===== src/rtl/cordic_iter_gen.sv =====
// cordic_iter_gen: iterative CORDIC engine, one micro-rotation per clock, rotation and vectoring modes
module cordic_iter_gen #(
  parameter int WIDTH  = 10,
  parameter int N_ITER = WIDTH
) (
  input  logic                    clk_i,
  input  logic                    rst_i,
  input  logic                    valid_i,
  output logic                    ready_o,
  input  logic                    mode_i,
  input  logic signed [WIDTH-1:0] X_i,
  input  logic signed [WIDTH-1:0] Y_i,
  input  logic signed [WIDTH-1:0] Z_i,
  output logic signed [WIDTH-1:0] X_o,
  output logic signed [WIDTH-1:0] Y_o,
  output logic signed [WIDTH-1:0] Z_o,
  output logic                    valid_o,
  input  logic                    ready_i
);
  localparam int IW = $clog2(N_ITER + 1);
  localparam logic signed [WIDTH-1:0] PI_HALF = WIDTH'(2 ** (WIDTH - 2));
  // atan(2^-i) scaled so that 2^31 is pi; narrowed to WIDTH bits with round-half-up
  localparam logic [31:0] T_TAB [32] = '{
    32'd536870912, 32'd316933406, 32'd167458907, 32'd85004756,
    32'd42667331,  32'd21354465,  32'd10679838,  32'd5340245,
    32'd2670163,   32'd1335087,   32'd667544,    32'd333772,
    32'd166886,    32'd83443,     32'd41722,     32'd20861,
    32'd10430,     32'd5215,      32'd2608,      32'd1304,
    32'd652,       32'd326,       32'd163,       32'd81,
    32'd41,        32'd20,        32'd10,        32'd5,
    32'd3,         32'd1,         32'd1,         32'd0
  };
  typedef enum logic [1:0] {IDLE, ROC, ITER, DONE} state_t;
  state_t state, state_nx;
  logic signed [WIDTH-1:0] x, y, z;
  logic signed [WIDTH-1:0] x_roc, y_roc, z_roc;
  logic signed [WIDTH-1:0] x_it, y_it, z_it;
  logic signed [WIDTH-1:0] xs, ys, a;
  logic mode, accept, d_pos, up, dn;
  logic [IW-1:0] i;
  // keep one extra fraction bit through the shift, then add one and drop it
  function automatic logic signed [WIDTH-1:0] atan_of(input logic [IW-1:0] k);
    return WIDTH'((((({2'b00, T_TAB[5'(k)]}) << 1) >> (32 - WIDTH)) + 34'd1) >> 1);
  endfunction
  // state register
  always_ff @(posedge clk_i or posedge rst_i)
    if (rst_i) state <= IDLE;
    else state <= state_nx;
  // next state: a fresh sample may be taken straight out of DONE
  always_comb begin
    state_nx = state;
    case (state)
      IDLE:    state_nx = accept ? ROC : IDLE;
      ROC:     state_nx = ITER;
      ITER:    state_nx = (i == IW'(N_ITER - 1)) ? DONE : ITER;
      DONE:    state_nx = accept ? ROC : (ready_i ? IDLE : DONE);
      default: state_nx = IDLE;
    endcase
  end
  // handshake outputs; ready is suppressed for the whole time reset is held
  always_comb begin
    ready_o = !rst_i && (state == IDLE || (state == DONE && ready_i));
    valid_o = state == DONE;
    accept  = valid_i && ready_o;
  end
  // coarse quarter turn so the fine stage only has to cover +/- pi/2
  always_comb begin
    up    = mode ? (x[WIDTH-1] && y[WIDTH-1]) : (z > PI_HALF);
    dn    = mode ? (x[WIDTH-1] && !y[WIDTH-1]) : (z < -PI_HALF);
    x_roc = up ? -y : (dn ? y : x);
    y_roc = up ? x : (dn ? -x : y);
    z_roc = up ? z - PI_HALF : (dn ? z + PI_HALF : z);
  end
  // one shift-and-add micro-rotation, direction chosen to drive Z (rotation) or Y (vectoring) to zero
  always_comb begin
    d_pos = mode ? y[WIDTH-1] : !z[WIDTH-1];
    xs    = x >>> i;
    ys    = y >>> i;
    a     = atan_of(i);
    x_it  = d_pos ? x - ys : x + ys;
    y_it  = d_pos ? y + xs : y - xs;
    z_it  = d_pos ? z - a : z + a;
  end
  // working registers and iteration counter
  always_ff @(posedge clk_i or posedge rst_i)
    if (rst_i) begin
      x    <= '0;
      y    <= '0;
      z    <= '0;
      mode <= 1'b0;
      i    <= '0;
    end else if (accept) begin
      x    <= X_i;
      y    <= Y_i;
      z    <= Z_i;
      mode <= mode_i;
    end else if (state == ROC) begin
      x <= x_roc;
      y <= y_roc;
      z <= z_roc;
      i <= '0;
    end else if (state == ITER) begin
      x <= x_it;
      y <= y_it;
      z <= z_it;
      i <= i + IW'(1);
    end
  assign X_o = x;
  assign Y_o = y;
  assign Z_o = z;
endmodule


===== config.mk =====
export PLATFORM = sky130hd
export DESIGN_NAME = cordic_iter_gen
export DESIGN_NICKNAME = d
export VERILOG_FILES = /design/src/rtl/cordic_iter_gen.sv
export SDC_FILE = /design/constraint.sdc
export NUM_CORES = 1
export LEC_CHECK = 0
export ABC_AREA = 1
export CELL_PAD_IN_SITES_DETAIL_PLACEMENT = 0
export CELL_PAD_IN_SITES_GLOBAL_PLACEMENT = 1
export CORE_MARGIN = 5
export CORE_UTILIZATION = 43
export CTS_CLUSTER_SIZE = 30
export DETAILED_ROUTE_END_ITERATION = 12
export PLACE_DENSITY_LB_ADDON = 0.1
export RECOVER_POWER = 100
export SYNTH_ARGS = -nofsm -noshare
export SYNTH_HDL_FRONTEND = slang
export SYNTH_SLANG_ARGS = --single-unit

===== constraint.sdc =====
create_clock -name clk_i -period 9.7 [get_ports clk_i]
set_input_delay 0.97 -clock clk_i [delete_from_list [all_inputs] [get_ports clk_i]]
set_output_delay 0.97 -clock clk_i [all_outputs]
set_load 0.005 [all_outputs]

Word-level counts from Yosys, hierarchy flattened
Memory sizes are Yosys's and may differ from the RTL's.
Cells that the tools add are included.
{"block": "totals", "regBits": 37, "mem_bits_ro": 1024, "inputBits": 35, "memories": 1, "output_inout_bits": 32}
{"name": "(name not given)", "depth": 32, "word_bits": 32, "rd": 1, "rd_clocked_by_memory_dff": 0, "wr": 0, "line_no": "43", "rtl": "return WIDTH'((((({2'b00, T_TAB[5'(k)]}) << 1) >> (32 - WIDTH)) + 34'd1) >> 1);"}
{"block": "op_classes", "eq_ne": 5, "n_shift": 2, "addsub": 12, "n_reduce_logical": 14, "n_lt_le_gt_ge": 3, "mux": 30, "n_bitwise": 2}
{"operator": "2-to-1 mux 10 bit", "count": 18}
{"operator": "2-to-1 mux 32 bit", "count": 2}
{"operator": "adder 10 bit", "count": 3}
{"operator": "subtractor 10 bit", "count": 3}
{"operator": "negation 10 bit", "count": 2}
{"operator": ">>> shifter 10 x 4 -> 10 bit", "count": 2}
{"operator": "adder 11 x 1 -> 11 bit, second input constant", "count": 1}
{"operator": "adder 10 bit, second input constant", "count": 1}
{"operator": "> comparator 10 bit, second input constant", "count": 1}
{"operator": "less-than comparator 10 x 9 -> 1 bit, second input constant", "count": 1}
{"operator": "subtractor 10 bit, second input constant", "count": 1}
{"operator": "2-to-1 mux 4 bit", "count": 2}
{"operator": "case mux 2 bit (4 select lines)", "count": 1}
{"operator": ">= comparator 6 bit, second input constant", "count": 1}
{"operator": "NOT 4 -> 6 bit", "count": 1}
{"operator": "logical AND 1 bit", "count": 5}
{"operator": "2-to-1 mux 1 bit", "count": 5}
{"operator": "adder 4 x 1 -> 4 bit, second input constant", "count": 1}
{"operator": "equality test 2 bit, second input constant", "count": 2}
{"operator": "equality test 4 bit, second input constant", "count": 1}
{"operator": "2-to-1 mux 2 bit", "count": 2}
{"operator": "!= test 4 bit, second input constant", "count": 1}
{"operator": "AND reduction 2 bit", "count": 2}
{"operator": "zero test 1 bit", "count": 3}
{"operator": "6 further kinds", "count": 6}

Depth between registers and ports, before layout
Gate-level depths: netlist (run 1).
{"block": "logic_depth", "ltp_word": 10, "mapped_depth": 29, "ltp_nobuf": 27}

Least setup slack after synthesis (run 1)
Ideal clock, no wire load.
{"block": "synth_timing", "path_kind": "register -> register", "startpoint": "register i[1]", "endpoint": "register z[9] (netlist: Z_o[9])", "stages_incl_launch_ff": 30, "arrival_time_ps": 3797, "slack_ps": 5786, "n_path_buf": 2, "synth_period_minus_slack_ps": 3914, "path_cell_list": "dfrtp_1 buf_4 inv_2 buf_2 ha_1 o21ai_1 nand2_1 nand2_2 inv_2 ha_1 xor2_2 ha_1 nand4_1 nor2_1 inv_2 o21ai_2 xnor2_1 inv_1 ha_1 inv_1 nor4_1 nand2_1 o311ai_0 a31oi_1 inv_1 nand3_1 nand3_1 nand2_1 nand2_1 nand2_1"}
{"block": "synth_between", "elab_chain_len": 10, "elab_cells_between_ends": 11, "cone_classes": "add/sub (3); mux (6); bitwise (1); memory (1)"}
{"element": "start: declaration", "line_no": "40", "rtl": "logic [IW-1:0] i;"}
{"element": "start signal: assignment", "line_no": "106", "rtl": "i <= i + IW'(1);"}
{"element": "NOT 4 -> 6 bit (implied by the code) *", "line_no": "43"}
{"element": "memory (32 x 32 bit) *"}
{"element": "2-to-1 mux 32 bit (implied by the code) * (2 in a row)", "line_no": "43"}
{"element": "adder 11 x 1 -> 11 bit *", "line_no": "43"}
{"element": "adder 10 bit or subtractor 10 bit (tied branches)", "line_no": "82", "rtl": "z_it = d_pos ? z - a : z + a;"}
{"element": "2-to-1 mux 10 bit *", "line_no": "82"}
{"element": "2-to-1 mux 10 bit *", "line_no": "102", "rtl": "end else if (state == ITER) begin"}
{"element": "2-to-1 mux 10 bit *", "line_no": "97", "rtl": "end else if (state == ROC) begin"}
{"element": "2-to-1 mux 10 bit *", "line_no": "92", "rtl": "end else if (accept) begin"}
{"element": "end signal: assignment", "line_no": "95", "rtl": "z <= Z_i;"}
{"element": "end signal: assignment", "line_no": "100", "rtl": "z <= z_roc;"}
{"element": "end signal: assignment", "line_no": "105", "rtl": "z <= z_it;"}
{"element": "end: declaration", "line_no": "35", "rtl": "logic signed [WIDTH-1:0] x, y, z;"}
Mark *: on every way between the ends. The rest lies on a longest branch, timed or not. The select of a mux whose other input is x is not followed.
A chain may end at the register's enable or synchronous reset.

Worst setup path after layout (run 1)
{"block": "layout_timing", "startpoint": "input port ready_i", "endpoint": "register x[2] (netlist: X_o[2])"}
{"block": "layout_between", "elab_chain_len": 6, "elab_cells_between_ends": 8, "cone_classes": "eq/ne (1); mux (1); reduce/logical (6)"}
{"element": "start: declaration", "line_no": "18", "rtl": "input logic ready_i"}
{"element": "logical AND 1 bit *", "line_no": "62", "rtl": "ready_o = !rst_i && (state == IDLE || (state == DONE && ready_i));"}
{"element": "logical OR 1 bit *", "line_no": "62"}
{"element": "logical AND 1 bit *", "line_no": "62"}
{"element": "logical AND 1 bit *", "line_no": "64", "rtl": "accept = valid_i && ready_o;"}
{"element": "!= test 4 bit (no source line) or nonzero test 3 bit (tied branches)"}
{"element": "AND reduction 2 bit (no source line)"}
{"element": "end signal: assignment", "line_no": "93", "rtl": "x <= X_i;"}
{"element": "end signal: assignment", "line_no": "98", "rtl": "x <= x_roc;"}
{"element": "end signal: assignment", "line_no": "103", "rtl": "x <= x_it;"}
{"element": "end: declaration", "line_no": "35"}
Mark *: on every way between the ends. The rest lies on a longest branch, timed or not.

==> flow_summary.ini, run 1 <==
[yosys]
synthAdderAreaFrac_pct = 11.70
synthFlopType = dfrtp_1
ys_warn_count = 0
synthMuxAreaShare_pct = 0
synth_compound_area_share_pct = 20.35
synth_xor_area_share_pct = 4.888
yosysSeqAreaShare_pct = 17.39
synth_fp_nets = 956
ys_types = 48
ys_ff_latch = 37
async_flop_share_pct = 100.0
syn_inst = 873
netlist_area_um2 = 5324
synth-edff-count = 0
yosys.area_share.simple_pct = 35.61
synth_top_family_by_area = simple AND/OR/NAND/NOR gates
avgSynthCellArea_um2 = 6.098

[timing]
drv_slew = 38
timing.hold.ws_ps = 563.6
hold_viol = 0
setup_violations = 0
period_share_pct = 52.39
max_clock_freq_mhz = 196.8
max_slew_margin_pct = -50.86
skew_ps = 8.537
rsz0062_at_grt = no
fin_setup_tns_ps = 0
min_period_ps = 5082
tightest_slew_ps = 2263

[final_layout]
final_common_cell = nand2_1
antennaDiodeCount = 0
nets = 1003
final_cell_mix = 236 x nand2_1, 94 x inv_1, 76 x nor2_1, 72 x nand3_1, 70 x o21ai_0
stdcell_area_um2 = 6210
final_layout_size_suffix_gt1_share_pct = 4.886
syn_to_final_growth_pct = 16.64

[global_route]
grt_first_pass_wirelength_um = 29480
grt_overflow = 0
grt_max_degree = 44
antenna_found_initial = 0
grt_usage_pct = 25.69
grt_pass1_vias = 5668

[worst_setup_path]
path_max_fanout = 32
r2r_cells = 27
crit_path_end_kind = register
crit_path_start_kind = input port
rrSetupSlack_ps = 4940
path_class = input port to register
crit_path_cell_trace = dlygate4sd3_1, a21oi_1, or2_1, inv_1, nand2_1, clkbuf_1, nand2_1, inv_1, nand2_1, nand2_1, inv_1, o211ai_1, o21ai_0
max_stage_delay_ps = 1050
worstPathRequired_ps = 9840
worst_path_max_delay_cell = clkbuf_1
cp.arrival_ps = 5220
cpMostUsedCell = nand2_1

[drt]
drc_errors = 0
wl_um = 18820
detail-route-antenna-nets = 0
vias = 5954
post_drt_via_cell_ratio = 5.467
routedWlPerCell_um = 17.28
dr.pass1.iters = 5
drt_iter0_drc = 389

[clock_network]
root_buffer = clkbuf_16
clock-sinks = 37
postCtsResizedCells = 0
clk_path_buf_depth = 2
cts_setup_buffers = 0
cts.reportedPaths.clkPinSlew_ps = 70
clk_latency_ps = 290
cts_max_level = 2
numCtsBuffers = 5
hold_buffers = 0
cts_tree = done

[hold_path]
min_path_type = register to register
worstHoldPathCells = 1

[floorplan]
pin_count = 67
die_x_um = 121.3
rows = 40
initial_core_util_pct = 44.14
core_um2 = 12060
die_area_um2 = 14710
die_h_um = 121.3

[place]
routabilityCongestion = 0.9252
dpl.hpwl_um = 15030
place_area_um2 = 6076
port_buffers = 66

[flow_run]
drv_cap = 1

[run_status]
status = finished with violations
violations = capacitance limit, slew limit
through the flow:
step	util (%)	cells	setup WS (ps)
2_1_floorplan	-	873	5786
6_report	51.48	1089	4618
5_1_grt	51.48	1089	4168
3_5_place_dp	50.37	1081	5190
4_1_cts	51.64	1089	5180
3_3_place_gp	50.37	1081	5331
state kept, by name (all words and copies together), names as in the netlist:
signal and count:
X_o 10, Y_o 10, Z_o 10, i 4
state 2, mode 1
worst paths after layout:
check,startpoint,to
max,ready_i,X_o[2]$_DFFE_PP0P_
min,state[1]$_DFF_PP0_,state[1]$_DFF_PP0_
max reg2reg,i[1]$_DFFE_PP0P_,Z_o[9]$_DFFE_PP0P_
min reg2reg,state[1]$_DFF_PP0_,state[1]$_DFF_PP0_
max in group asynchronous,rst_i,X_o[2]$_DFFE_PP0P_
min in group asynchronous,rst_i,Z_o[7]$_DFFE_PP0P_
routing by layer:
metal	part of all wire [%]	track usage, %
met1	43	31.76
met2	49	45.29
met3	4.5	3.030
met4	4.3	10.29
met5	0	0
cell type report:
| type | instances | area (um^2) |
|---|---|---|
| clock buffers | 6 | 138.9 |
| multi-input cells | 704 | 3855 |
| inverters | 101 | 379.1 |
| well taps | 168 | 210.2 |
| repair buffers | 71 | 686.9 |
| flip-flops and latches | 37 | 925.9 |
| clock inverters | 2 | 13.76 |
| fillers | 1285 | 5852 |
worst max-delay path: cells and delay by family:
family | cells | cell delay, ps
and+or+nand+nor | 5 | 1170
buffers and inverters | 5 | 2570
AOI/OAI and AO/OA | 3 | 490
synthesized netlist by cell type, drive strengths merged (3+ instances only):
library cell	instances	area (um^2)
fa	3	60.06
nor3	17	85.08
nor4	3	18.77
nor2	81	335.3
inv	100	375.4
xnor2	16	140.1
nand3	74	380.4
a31oi	12	75.07
o221ai	3	26.28
nand4	7	50.05
clkbuf	16	60.06
o211ai	24	180.2
buf	15	96.34
ha	45	563.0
a21oi	53	265.3
nand2	246	948.4
dfrtp	37	925.9
xor2	12	120.1
o21ai	81	409.2
o22ai	3	25.02
or2	9	56.31
cells by family after synthesis:
logic type,Yosys count
AND/OR/NAND/NOR,440
AO/OA/AOI/OAI,188
buffers and inverters,132
adder cells (fa/ha/maj),48
flip-flops,37
XOR/XNOR,28
Power of run 1 is left out: the tool's default activity adds up to more than one toggle a clock period on the data nets, which glitch-free logic cannot reach.
==> run 2, diff against run 1 <==
- CORE_UTILIZATION: 43 -> 40
- clock period: 9.7 -> 5 ns (I/O delays scaled with it)
==> run 2 against run 1 <==
Against the previous run: first-iteration DRC count shrank 11%; flip-flop and latch count is the same; count of clock-buffer cells in the layout shrank 1; global-route usage shrank 1.3 points; register-to-register slack lost 4500 ps; sequential share of layout area shrank 0.063 points; the flow still finishes with violations (capacitance limit, slew limit); non-clock buffer count grew 2; final area grew 0.42%.
==> flow_summary.ini, run 2 (synthesis results as in run 1) <==
[clock_network]
root_buffer = clkbuf_16
cts_max_level = 2
postCtsResizedCells = 0
cts.reportedPaths.clkPinSlew_ps = 70
cts_setup_buffers = 0
clk_latency_ps = 300
cts_tree = done
clk_path_buf_depth = 2
hold_buffers = 0
numCtsBuffers = 5
clock-sinks = 37

[timing]
drv_slew = 38
hold_viol = 0
max_slew_margin_pct = -59.94
rsz0062_at_grt = no
fin_setup_tns_ps = 0
max_clock_freq_mhz = 220.2
setup_violations = 0
min_period_ps = 4540
period_share_pct = 90.81
tightest_slew_ps = 2399
setup_slack_ps = 459.6
skew_ps = 11.41

[worst_setup_path]
r2r_cells = 27
cpMostUsedCell = nand2_1
worst-path-buf-inv = 6
cp.arrival_ps = 4730
critical-path-top-delay-family = simple AND/OR/NAND/NOR gates
crit_path_start_kind = register
rrSetupSlack_ps = 460
path_class = register to register
worst_path_max_delay_cell = dfrtp_1
crit_start = i[1]$_DFFE_PP0P_
worstReg2RegEnd = Z_o[9]$_DFFE_PP0P_
path_max_fanout = 18
crit_path_end_kind = register
max_stage_delay_ps = 690
worstPathRequired_ps = 5190
r2r_start = i[1]$_DFFE_PP0P_

[final_layout]
final_cell_mix = 236 x nand2_1, 93 x inv_1, 76 x nor2_1, 72 x nand3_1, 70 x o21ai_0
utilization_pct = 47.47
syn_to_final_growth_pct = 17.13
nets = 1005
antennaDiodeCount = 0
final_layout_size_suffix_gt1_share_pct = 5.417
fillers = 1394
finalNonFillerCells = 1099
final_common_cell = nand2_1

[global_route]
gr-usage-met1_pct = 29.50
met3_usage_pct = 3.369
grt_usage_pct = 24.37
antenna_found_initial = 0
grt-busiest-layer = met2
grt_first_pass_wirelength_um = 30850
grt_overflow = 0
grt_pass1_vias = 5957
grt.met2_usage_pct = 43.63
grt_max_degree = 43

[place]
dp.cells = 1091
dpl.hpwl_um = 15120
dpl_worst_slack_ps = 540.3
port_buffers = 66
routabilityCongestion = 0.9131

[drt]
post_drt_via_cell_ratio = 5.464
routedWlPerCell_um = 17.48
dr.pass1.iters = 5
wl_um = 19210
vias = 6005
drc_errors = 0
detail-route-antenna-nets = 0
drt_iter0_drc = 346

[floorplan]
rows = 42
die_h_um = 125.4
die_x_um = 125.4
core_um2 = 13140
die_area_um2 = 15720
pin_count = 67
initial_core_util_pct = 40.52

[hold_path]
min-delay-start = state[1]$_DFF_PP0_
min_to = state[1]$_DFF_PP0_
worstHoldPathCells = 1
min_path_type = register to register

[run_status]
status = finished with violations
violations = capacitance limit, slew limit

[flow_run]
drv_cap = 1
[run 2: metrics by stage]
stage | area (um^2) | hold slack [ps]
6_report | 6236 | 580.3
5_1_grt | 6236 | 585.1
4_1_cts | 6243 | 556.5
3_5_place_dp | 6101 | 543.6
3_3_place_gp | 6101 | 535.3
2_1_floorplan | 5324 | 505.2
[run 2: final cells by class]
class | instances | area (um^2) | area share, %
Clock buffer | 5 | 125.1 | 2.006
Clock inverter | 3 | 17.52 | 0.2809
Inverter | 101 | 379.1 | 6.079
Multi-Input combinational cell | 704 | 3862 | 61.94
Sequential cell | 37 | 925.9 | 14.85
Tap cell | 176 | 220.2 | 3.531
Timing Repair Buffer | 73 | 705.7 | 11.32
[run 2: how the worst max path moves through the flow]
stage                              end  depth (start not counted)
floorplan           Z_o[9]$_DFFE_PP0P_                         29
global placement    Z_o[9]$_DFFE_PP0P_                         27
detailed placement  Z_o[9]$_DFFE_PP0P_                         27
CTS                 Z_o[9]$_DFFE_PP0P_                         27
global route        Z_o[9]$_DFFE_PP0P_                         27
finish              Z_o[9]$_DFFE_PP0P_                         27
[run 2: metal layers]
| layer | vias to the layer above | wire length [um] |
|---|---|---|
| li1 | 3022 | - |
| met3 | 41 | 912 |
| met4 | 0 | 700 |
| met5 | - | 0 |
| met1 | 2759 | 8190 |
| met2 | 183 | 9404 |
Power of run 2 is left out for the same reason.
==> run 3, diff against run 2 <==
- PLACE_DENSITY: default -> 0.84
- PLACE_DENSITY_LB_ADDON: 0.1 -> default
==> run 3 against run 2 <==
Against the previous run: the run still ends with capacitance limit, slew limit left; critical path depth is 1 higher; setup slack improved by 180 ps; core utilization decreased by 0.076 points; sequential share of layout area barely moved; die area stayed put; final area decreased by 0.16%; routed wire length down 4.4%; clock skew is 7.6 ps lower; critical path type unchanged; critical endpoint unchanged.
==> flow_summary.ini, run 3 (synthesis results as in run 1) <==
[worst_setup_path]
path_class = register to register
crit_path_end = Z_o[9]$_DFFE_PP0P_
critical_path_depth = 28
crit_start = i[1]$_DFFE_PP0P_
cpMostUsedCell = nand2_1
crit_path_end_kind = register
r2r_start = i[1]$_DFFE_PP0P_
rrSetupSlack_ps = 640
r2r_cells = 28
critical-path-top-delay-family = simple AND/OR/NAND/NOR gates
path_max_fanout = 18
worst-path-buf-inv = 7
cp.arrival_ps = 4540
worstPathRequired_ps = 5180
max_stage_delay_ps = 360
crit_path_start_kind = register
worstReg2RegEnd = Z_o[9]$_DFFE_PP0P_
worst_path_max_delay_cell = dfrtp_1

[hold_path]
min_path_type = register to register
worstHoldPathCells = 1

[timing]
period_share_pct = 87.13
min_period_ps = 4357
rsz0062_at_grt = no
hold_viol = 0
skew_ps = 3.825
fin_setup_tns_ps = 0
setup_violations = 0
max_slew_margin_pct = -63.26
max_clock_freq_mhz = 229.5
drv_slew = 38
tightest_slew_ps = 2449

[run_status]
violations = capacitance limit, slew limit
status = finished with violations

[floorplan]
core_um2 = 13140
die_x_um = 125.4
die_area_um2 = 15720
rows = 42
die_h_um = 125.4
initial_core_util_pct = 40.52
pin_count = 67

[drt]
route.met2.wl_um = 8685
drt_iter0_drc = 298
post_drt_via_cell_ratio = 5.376
wl_um = 18370
routedWlPerCell_um = 16.68
wl_met1_um = 8190
drc_errors = 0
top_layer = met4
wl_met3_um = 969
vias = 5919
detail-route-antenna-nets = 0
dr.pass1.iters = 5

[global_route]
grt_first_pass_wirelength_um = 29300
antenna_found_initial = 0
grt_overflow = 0
grt_pass1_vias = 5680
grt_usage_pct = 22.98
grt_max_degree = 43

[clock_network]
clk_latency_ps = 290
clock-sinks = 37
postCtsResizedCells = 0
numCtsBuffers = 5
root_buffer = clkbuf_16
clk_path_buf_depth = 2
cts_tree = done
cts.reportedPaths.clkPinSlew_ps = 60
cts_setup_buffers = 0
hold_buffers = 0
cts_max_level = 2

[final_layout]
final_common_cell = nand2_1
utilization_pct = 47.39
antennaDiodeCount = 0
syn_to_final_growth_pct = 16.94
nets = 1007
stdcell_area_um2 = 6226
final_cell_mix = 237 x nand2_1, 93 x inv_1, 76 x nor2_1, 72 x nand3_1, 70 x o21ai_0
finalNonFillerCells = 1101
final_layout_size_suffix_gt1_share_pct = 4.865

[place]
dp.cells = 1093
place_area_um2 = 6116
port_buffers = 66
dpl.hpwl_um = 14240
routabilityCongestion = 0.9283

[flow_run]
drv_cap = 1
run 3: layout make-up:
class | instances | area [um^2]
well taps | 176 | 220.2
repair buffers | 75 | 709.4
fillers | 1418 | 6912
multi-input cells | 704 | 3852
inverters | 101 | 379.1
clock inverters | 2 | 10.01
clock buffers | 6 | 128.9
flip-flops and latches | 37 | 925.9
run 3: how the worst min path moves through the flow:
stage                                    end          startpoint  slack (ps)
after floorplan           state[1]$_DFF_PP0_  state[1]$_DFF_PP0_         510
after global placement    state[1]$_DFF_PP0_  state[1]$_DFF_PP0_         530
after detailed placement  state[1]$_DFF_PP0_  state[1]$_DFF_PP0_         570
after CTS                 state[1]$_DFF_PP0_  state[1]$_DFF_PP0_         580
after global routing      state[1]$_DFF_PP0_  state[1]$_DFF_PP0_         600
final                     state[1]$_DFF_PP0_  state[1]$_DFF_PP0_         570
run 3: metal layers:
metal	vias to the layer above	GRT usage (%)
met5	-	0
met3	35	3.497
met2	193	39.83
met4	0	6.760
li1	3011	-
met1	2680	29.58
run 3: stage by stage:
step	setup slack (ps)	hold slack (ps)
after global placement	881.7	528.4
after detailed placement	812.7	569.5
after CTS	777.3	578.3
after global routing	153.3	598.5
final	643.5	572.6
after floorplan	1086	505.2
Power of run 3 is left out for the same reason.
